### config.mk
export PLATFORM = sky130hd
export DESIGN_NAME = cios_beta_pipe
export DESIGN_NICKNAME = d
export VERILOG_FILES = /design/src/rtl/cios_pkg.sv /design/src/rtl/cios_mul_reg.sv /design/src/rtl/cios_beta_pipe.sv
export SDC_FILE = /design/constraint.sdc
export NUM_CORES = 2
export LEC_CHECK = 0
export ABC_AREA = 1
export BUFFER_PORTS_ARGS = -buffer_cell sky130_fd_sc_hd__buf_2
export CORE_MARGIN = 5
export CORE_UTILIZATION = 35
export DETAILED_ROUTE_END_ITERATION = 12
export HOLD_SLACK_MARGIN = 0.1
export PLACE_DENSITY = 0.46
export SYNTH_ARGS = -nofsm -noshare
export SYNTH_HDL_FRONTEND = slang
export SYNTH_SLANG_ARGS = --single-unit
### constraint.sdc
create_clock -name clk -period 24.4 [get_ports clk]
set_input_delay 1.22 -clock clk [delete_from_list [all_inputs] [get_ports clk]]
set_output_delay 1.22 -clock clk [all_outputs]
set_load 0.01 [all_outputs]
### src/rtl/cios_pkg.sv
`default_nettype none
// ============================================================================
// Module   : cios_pkg
// Desc     : Shared constants and types for the CIOS beta-step pipeline.
// Revision : 1.0 - initial release
// ============================================================================
package cios_pkg;

   // Default operand word width and sideband tag width
   localparam int DEF_WIDTH  = 32;
   localparam int DEF_TAG_W  = 8;

   // Number of register stages between operand acceptance and result
   localparam int PIPE_DEPTH = 3;

   typedef logic [DEF_WIDTH-1:0]   word_t;
   typedef logic [2*DEF_WIDTH-1:0] dword_t;

endpackage
`default_nettype wire

### src/rtl/cios_mul_reg.sv
`default_nettype none
// ============================================================================
// Module   : cios_mul_reg
// Desc     : Registered WIDTH x WIDTH multiplier with load enable. PROD_W
//            selects how many low product bits are kept (WIDTH for a
//            modular low-word product, 2*WIDTH for the full product).
// Revision : 1.0 - initial release
// ============================================================================
module cios_mul_reg #(
   parameter int WIDTH  = 32,
   parameter int PROD_W = 2*WIDTH
) (
   input  logic              clk,
   input  logic              rst,
   input  logic              en,
   input  logic [WIDTH-1:0]  a,
   input  logic [WIDTH-1:0]  b,
   output logic [PROD_W-1:0] p
);

   logic [PROD_W-1:0] p_d;
   logic [PROD_W-1:0] p_q;

   // Take a new product only when the owning stage loads; otherwise hold
   always_comb begin
      p_d = p_q;
      if (en) begin
         p_d = PROD_W'(a) * PROD_W'(b);
      end
   end

   // Product register, cleared asynchronously
   always_ff @(posedge clk or posedge rst) begin
      if (rst) begin
         p_q <= '0;
      end else begin
         p_q <= p_d;
      end
   end

   assign p = p_q;

endmodule
`default_nettype wire

### src/rtl/cios_beta_pipe.sv
`default_nettype none
// ============================================================================
// Module   : cios_beta_pipe
// Desc     : Three-stage pipelined CIOS reduction step. For each T[0] it
//            produces m = LSW(T[0]*p') and carry-out MSW(T[0] + m*p[0]),
//            with valid/ready handshaking, bubble collapsing and sticky
//            error flags for a nonzero reduced low word and for a
//            configuration write attempted while operations are in flight.
// Revision : 1.0 - initial release
// ============================================================================
module cios_beta_pipe
   import cios_pkg::*;
#(
   parameter int WIDTH = DEF_WIDTH,
   parameter int TAG_W = DEF_TAG_W
) (
   input  logic             clk,
   input  logic             rst,
   input  logic             cfg_we,
   input  logic [WIDTH-1:0] cfg_p0,
   input  logic [WIDTH-1:0] cfg_pprime,
   input  logic             in_valid,
   output logic             in_ready,
   input  logic [WIDTH-1:0] in_sin,
   input  logic [TAG_W-1:0] in_tag,
   output logic             out_valid,
   input  logic             out_ready,
   output logic [WIDTH-1:0] out_m,
   output logic [WIDTH-1:0] out_cout,
   output logic [TAG_W-1:0] out_tag,
   output logic             busy,
   output logic             err_lsw,
   output logic             err_cfg
);

   localparam int S1 = 0;
   localparam int S2 = 1;
   localparam int S3 = 2;

   // Stage valid bits, index 0 is the stage nearest the input
   logic [PIPE_DEPTH-1:0] valid_d, valid_q;

   // Per-stage advance and load strobes
   logic adv1, adv2, adv3;
   logic ld1, ld2, ld3;
   logic busy_w;

   // Configuration and sticky flags
   logic [WIDTH-1:0] p0_d, p0_q;
   logic [WIDTH-1:0] pprime_d, pprime_q;
   logic             err_lsw_d, err_lsw_q;
   logic             err_cfg_d, err_cfg_q;

   // S1 payload (m itself lives in the first multiplier register)
   logic [WIDTH-1:0]   sin1_d, sin1_q;
   logic [TAG_W-1:0]   tag1_d, tag1_q;
   logic [WIDTH-1:0]   m1;

   // S2 payload (m*p0 lives in the second multiplier register)
   logic [WIDTH-1:0]   sin2_d, sin2_q;
   logic [WIDTH-1:0]   m2_d, m2_q;
   logic [TAG_W-1:0]   tag2_d, tag2_q;
   logic [2*WIDTH-1:0] prod2;

   // S3 payload; only the high word of t is kept, the low word feeds err_lsw
   logic [2*WIDTH-1:0] t_sum;
   logic [WIDTH-1:0]   m3_d, m3_q;
   logic [WIDTH-1:0]   cout3_d, cout3_q;
   logic [TAG_W-1:0]   tag3_d, tag3_q;

   // Stall chain: a stage moves when it is empty or its successor moves
   always_comb begin
      adv3 = ~valid_q[S3] | out_ready;
      adv2 = ~valid_q[S2] | adv3;
      adv1 = ~valid_q[S1] | adv2;

      ld1  = adv1 & in_valid;
      ld2  = adv2 & valid_q[S1];
      ld3  = adv3 & valid_q[S2];

      valid_d = valid_q;
      if (adv1) valid_d[S1] = in_valid;
      if (adv2) valid_d[S2] = valid_q[S1];
      if (adv3) valid_d[S3] = valid_q[S2];
   end

   assign busy_w = |valid_q;

   // m = LSW(sin * p'), registered into S1
   cios_mul_reg #(
      .WIDTH  (WIDTH),
      .PROD_W (WIDTH)
   ) u_mul_m (
      .clk (clk),
      .rst (rst),
      .en  (ld1),
      .a   (in_sin),
      .b   (pprime_q),
      .p   (m1)
   );

   // Full m * p0 product, registered into S2
   cios_mul_reg #(
      .WIDTH  (WIDTH),
      .PROD_W (2*WIDTH)
   ) u_mul_prod (
      .clk (clk),
      .rst (rst),
      .en  (ld2),
      .a   (m1),
      .b   (p0_q),
      .p   (prod2)
   );

   // Stage payload movement; registers only change on a real transfer so
   // outputs stay frozen while stalled and remain zero until the first result
   always_comb begin
      sin1_d  = sin1_q;
      tag1_d  = tag1_q;
      sin2_d  = sin2_q;
      m2_d    = m2_q;
      tag2_d  = tag2_q;
      m3_d    = m3_q;
      cout3_d = cout3_q;
      tag3_d  = tag3_q;

      t_sum = {{WIDTH{1'b0}}, sin2_q} + prod2;

      if (ld1) begin
         sin1_d = in_sin;
         tag1_d = in_tag;
      end
      if (ld2) begin
         sin2_d = sin1_q;
         m2_d   = m1;
         tag2_d = tag1_q;
      end
      if (ld3) begin
         m3_d    = m2_q;
         cout3_d = t_sum[2*WIDTH-1:WIDTH];
         tag3_d  = tag2_q;
      end
   end

   // Configuration loads only when idle so every in-flight op sees one config
   always_comb begin
      p0_d      = p0_q;
      pprime_d  = pprime_q;
      err_cfg_d = err_cfg_q;
      err_lsw_d = err_lsw_q;

      if (cfg_we) begin
         if (busy_w) begin
            err_cfg_d = 1'b1;
         end else begin
            p0_d     = cfg_p0;
            pprime_d = cfg_pprime;
         end
      end

      if (ld3 && (t_sum[WIDTH-1:0] != '0)) begin
         err_lsw_d = 1'b1;
      end
   end

   // All state registers, cleared asynchronously
   always_ff @(posedge clk or posedge rst) begin
      if (rst) begin
         valid_q   <= '0;
         p0_q      <= '0;
         pprime_q  <= '0;
         err_lsw_q <= 1'b0;
         err_cfg_q <= 1'b0;
         sin1_q    <= '0;
         tag1_q    <= '0;
         sin2_q    <= '0;
         m2_q      <= '0;
         tag2_q    <= '0;
         m3_q      <= '0;
         cout3_q   <= '0;
         tag3_q    <= '0;
      end else begin
         valid_q   <= valid_d;
         p0_q      <= p0_d;
         pprime_q  <= pprime_d;
         err_lsw_q <= err_lsw_d;
         err_cfg_q <= err_cfg_d;
         sin1_q    <= sin1_d;
         tag1_q    <= tag1_d;
         sin2_q    <= sin2_d;
         m2_q      <= m2_d;
         tag2_q    <= tag2_d;
         m3_q      <= m3_d;
         cout3_q   <= cout3_d;
         tag3_q    <= tag3_d;
      end
   end

   assign in_ready  = adv1;
   assign out_valid = valid_q[S3];
   assign out_m     = m3_q;
   assign out_cout  = cout3_q;
   assign out_tag   = tag3_q;
   assign busy      = busy_w;
   assign err_lsw   = err_lsw_q;
   assign err_cfg   = err_cfg_q;

endmodule
`default_nettype wire
# --- After elaboration in Yosys (flattened, before gate mapping) ---
# Index checks and enable logic that the tools add are counted.
op_classes:
  multipliers: 2
  reduce_logical: 5
  bitwise: 10
  add_sub_neg: 1
ops:
  columns: ["cell", "n"]
  rows:
  - ["$add A32 B64 Y64", 1]
  - ["$mul A32 B32 Y64", 1]
  - ["$mul A32 B32 Y32", 1]
  - ["$reduce_bool A32 Y1", 1]
  - ["$not A1 Y1", 4]
  - ["$reduce_and A2 Y1", 2]
  - ["$and A1 B1 Y1", 3]
  - ["$or A1 B1 Y1", 3]
  - ["$reduce_or A3 Y1", 1]
  - ["$logic_and A1 B1 Y1", 1]
word_totals:
  word_cells: 35
  out_inout_bits: 77
  reg_bits: 349
  in_bits: 109

# --- Depth between registers and ports, before layout ---
depth:
  word_depth: 5
  ltp_mapped: 34

# --- By module ---
# A second synthesis with hierarchy kept.
unflattened:
  cells_unflattened: 9329
  area_unflattened_um2: 69651.8
modules_own_cells:
  columns: ["module", "n_inst", "cells_each", "seq_area_each_um2", "area_each_um2"]
  rows:
  - ["cios_mul_reg (u_mul_prod)", 1, 5175, 1601.5, 38300.5]
  - ["cios_mul_reg (u_mul_m)", 1, 2429, 800.8, 18083.6]
  - ["cios_beta_pipe", 1, 1725, 6331.1, 13267.7]

# --- Least setup slack after synthesis ---
# No wires, ideal clock.
synth_timing:
  path_kind: "input port to flip-flop"
  startpoint: "input port in_sin[13]"
  endpoint: "register u_mul_m.p_q[24] (netlist: u_mul_m.p[24])"
  stages: 26
  arrival_time_ns: 7.398
  slack_ns: 16.871
  t_required_ns: 24.269
  path_cell_list: "clkbuf_1 buf_1 nand2_1 fa_1 inv_1 fa_1 inv_1 fa_1 fa_1 fa_1 inv_1 fa_1 inv_1 fa_1 fa_1 inv_1 ha_1 a21oi_1 o21ai_0 a21oi_1 nand3_1 nand2_1 nand2_1 or2_2 nand3_1 o21ai_0"
synth_between:
  elab_chain_cells: 1
synth_rtl:
  columns: ["item", "line", "rtl"]
  rows:
  - ["start: declaration", "cios_beta_pipe.sv:24", "input logic [WIDTH-1:0] in_sin,"]
  - ["$mul A32 B32 Y32", "cios_mul_reg.sv:28", "p_d = PROD_W'(a) * PROD_W'(b);"]
  - ["end signal: assignment", "cios_mul_reg.sv:37", "p_q <= p_d;"]
  - ["end: declaration", "cios_mul_reg.sv:22", "logic [PROD_W-1:0] p_q;"]
# Every way passes these cells.
# A chain may end at the register's enable or synchronous reset.

# --- Worst setup path in the final report ---
layout_timing:
  startpoint: "register u_mul_m.p_q[26] (netlist: u_mul_m.p[26])"
  endpoint: "register u_mul_prod.p_q[55] (netlist: u_mul_prod.p[55])"
layout_between:
  elab_chain_cells: 1
layout_rtl:
  columns: ["item", "line"]
  rows:
  - ["$mul A32 B32 Y64", "cios_mul_reg.sv:28"]
  - ["end signal: assignment", "cios_mul_reg.sv:37"]
  - ["end: declaration", "cios_mul_reg.sv:22"]
# Every way passes these cells.

==> flow_summary.ini <==
[status]
status = completed

[sta]
relSlewSlack = 0.287
period_minus_slack_ps = 8740
fin_skew_ps = 33.8
worst_pin_slew_ps = 1070
setup_tns_ps = 0
fin_crit_sh = 0.358
hold_viol = 0
drv_slew = 0
rsz0062_at_grt = false
finalSetupViolations = 0
setup_ws_ps = 15660
timing.fmax_mhz = 114

[place]
dp_slack_ps = 15630
hpwl_um = 193000
gp_congestion = 1.01
portBuffers = 185
placed_cell_area_sq_um = 71600

[clock_network]
clock-sinks = 349
cts_tree = built
clk_path_buf_depth = 3
clock_latency_ps = 690
htreeDepth = 2
cts.clk_slew.worst_paths_ps = 60
postCtsSetupRepairBufs = 0
numCtsBuffers = 51
hold_buffers = 0
root_buffer = clkbuf_16
ctsResizeCount = 0

[grt]
use_met2 = 0.404
met1_usage = 0.349
antenna_found_initial = 10
grt_pass1_wl_um = 380000
grt_pass1_vias = 58500
overflow = 0
top_usage_layer = met2
met3_usage = 0.0281
grt_usage = 0.248
grt_max_degree = 151

[routing]
antenna_left = 0
vias = 54900
wirelength_um = 250000
drtPass1Iterations = 5
drcViolationCount = 0
drt_iter0_markers = 3843
via_per_inst = 4.83
avgRoutedWirePerCell_um = 22.0

[final_layout]
final_cell_mix = nand2_1 (2,664), inv_1 (2,451), fa_1 (1,305), ha_1 (418), dfrtp_1 (335)
design_area_sq_um = 73300
fill_cells = 20500
syn_to_final_growth_pct = 7.29
drive_gt1_frac = 0.0656
regArea_sq_um = 8750
nets = 10600
multi_input_area_sq_um = 48700
final_common_cell = nand2_1

[yosys]
synth_async_sr_flop_share = 1.00
synth_top_area_frac = 0.382
syn_nets = 10700
synth_cell_types = 56
syn_area_per_cell_sq_um = 7.69
yosys.area.top_type = fa_1
netlist_area_sq_um = 68400
synth_flop_cell = dfrtp_1
synth_edf_count = 0
ys_warn_count = 0
synth_area_leaders = fa_1 (38%), nand2_1 (15%), inv_1 (13%), dfrtp_1 (13%), ha_1 (7.7%)
ys_seq_area_frac = 0.128
synthCells = 8885
ys_ff_latch = 349

[critical_path]
crit_path_start = u_mul_m.p[26]
worst_setup_path_start_kind = register
critical_path.endpoint_type = register
required_ps = 24940
ff2ff_path_depth = 23
critPathMaxFanout = 30
cp.arrival_ps = 9280
worstSetupEndpoint = u_mul_prod.p[55]
critPathKind = reg2reg
regToRegSetupSlack_ps = 15660
r2r-start = u_mul_m.p[26]
r2r-end = u_mul_prod.p[55]

[floorplanning]
dieArea_sq_um = 204000
initial_core_util = 0.351
io_pins = 186
rows = 162
die_h_um = 452
dieWidth_um = 452
fp.coreArea_sq_um = 195000

[run]
drv_cap = 0

[min_path]
hold_path.class = reg2reg
==> synth_stat cells (4+ instances only) <==
cell type and n:
nand2_1 2667, inv_1 2453, fa_1 1305, ha_1 418
clkbuf_1 364, dfrtp_1 349, nor2_1 273, nand3_1 177
o21ai_0 145, a21oi_1 125, mux2_2 63, xor2_1 53
nand4_1 48, a31oi_1 46, buf_2 41, nor3_1 35
o21ai_1 32, buf_1 24, nand2_2 23, nor2_2 22
o21bai_1 21, nor4_1 17, xnor2_1 16, a21oi_2 15
or2_2 15, or2_1 13, nand3b_1 12, a21o_1 11
inv_2 11, o21ai_2 11, nand3_2 8, o211ai_1 8
o31ai_1 7, a21boi_0 6, nor3_2 6, nand2_4 5
o21a_1 5, a211oi_1 4, a21oi_4 4, nor2_4 4
==> worst max-delay path: stages, from the launching register on <==
cell,delay (ps)
dfrtp_1,620
buf_4,590
nand2_1,140
fa_1,510
inv_1,50
fa_1,480
inv_1,60
fa_1,460
fa_1,550
inv_1,50
fa_1,550
fa_1,430
fa_1,500
ha_1,330
ha_1,450
a21oi_1,220
inv_1,80
a21oi_1,700
o21ai_0,520
a21oi_1,620
o211ai_1,200
or2_1,240
nand3_1,120
o21ai_1,90
==> per-layer routing <==
metal,up-vias,part of all wire
li1,25100,-
met1,28000,0.45
met2,1496,0.46
met3,269,0.054
met4,0,0.034
met5,-,0
==> per-stage QoR <==
step | hold slack, ps | util | std cells
2_1_floorplan | 442 | - | 8885
3_3_place_gp | 435 | 0.368 | 11300
3_5_place_dp | 443 | 0.368 | 11300
4_1_cts | 456 | 0.377 | 11400
5_1_grt | 483 | 0.377 | 11400
6_report | 450 | 0.377 | 11400
==> sequential cells by signal, indices dropped and copies added, names as in the netlist, 32 cells and up <==
name / flops
out_cout: 32
out_m: 32
u_mul_prod.p: 64
m2_q: 32
sin2_q: 32
sin1_q: 32
p0_q: 32
pprime_q: 32
u_mul_m.p: 32
==> cell type report <==
type                       instances  area share
clock inverter                    28     0.00483
sequential                       349       0.119
timing repair buffer             281      0.0226
tap                             2542      0.0434
antenna                            3    0.000102
inverter                        2465       0.126
clock buffer                      65      0.0191
multi-input combinational       5640       0.664
==> kinds of logic (layout without fill, tap and decap cells) <==
family / count (synthesis) / in the layout / synth area share
AND/OR/NAND/NOR: 3332 / 3332 / 0.195
buffers and inverters: 2896 / 2839 / 0.160
other: 0 / 3 / 0
XOR/XNOR: 69 / 69 / 0.00884
multiplexers: 63 / 63 / 0.0104
flip-flops: 349 / 349 / 0.128
AO/OA/AOI/OAI: 453 / 453 / 0.0393
adder cells (fa/ha/maj): 1723 / 1723 / 0.459
==> worst min path at each step <==
stage / from / endpoint / depth (start not counted)
global route: sin1_q[2] / sin2_q[2] / 2
global placement: err_cfg / err_cfg / 1
finish: err_cfg / err_cfg / 1
floorplan: m2_q[0] / out_m[0] / 2
CTS: err_cfg / err_cfg / 1
detailed placement: err_cfg / err_cfg / 1
Power is left out: the tool's default activity adds up to more than one toggle a clock period on the data nets, which glitch-free logic cannot reach.
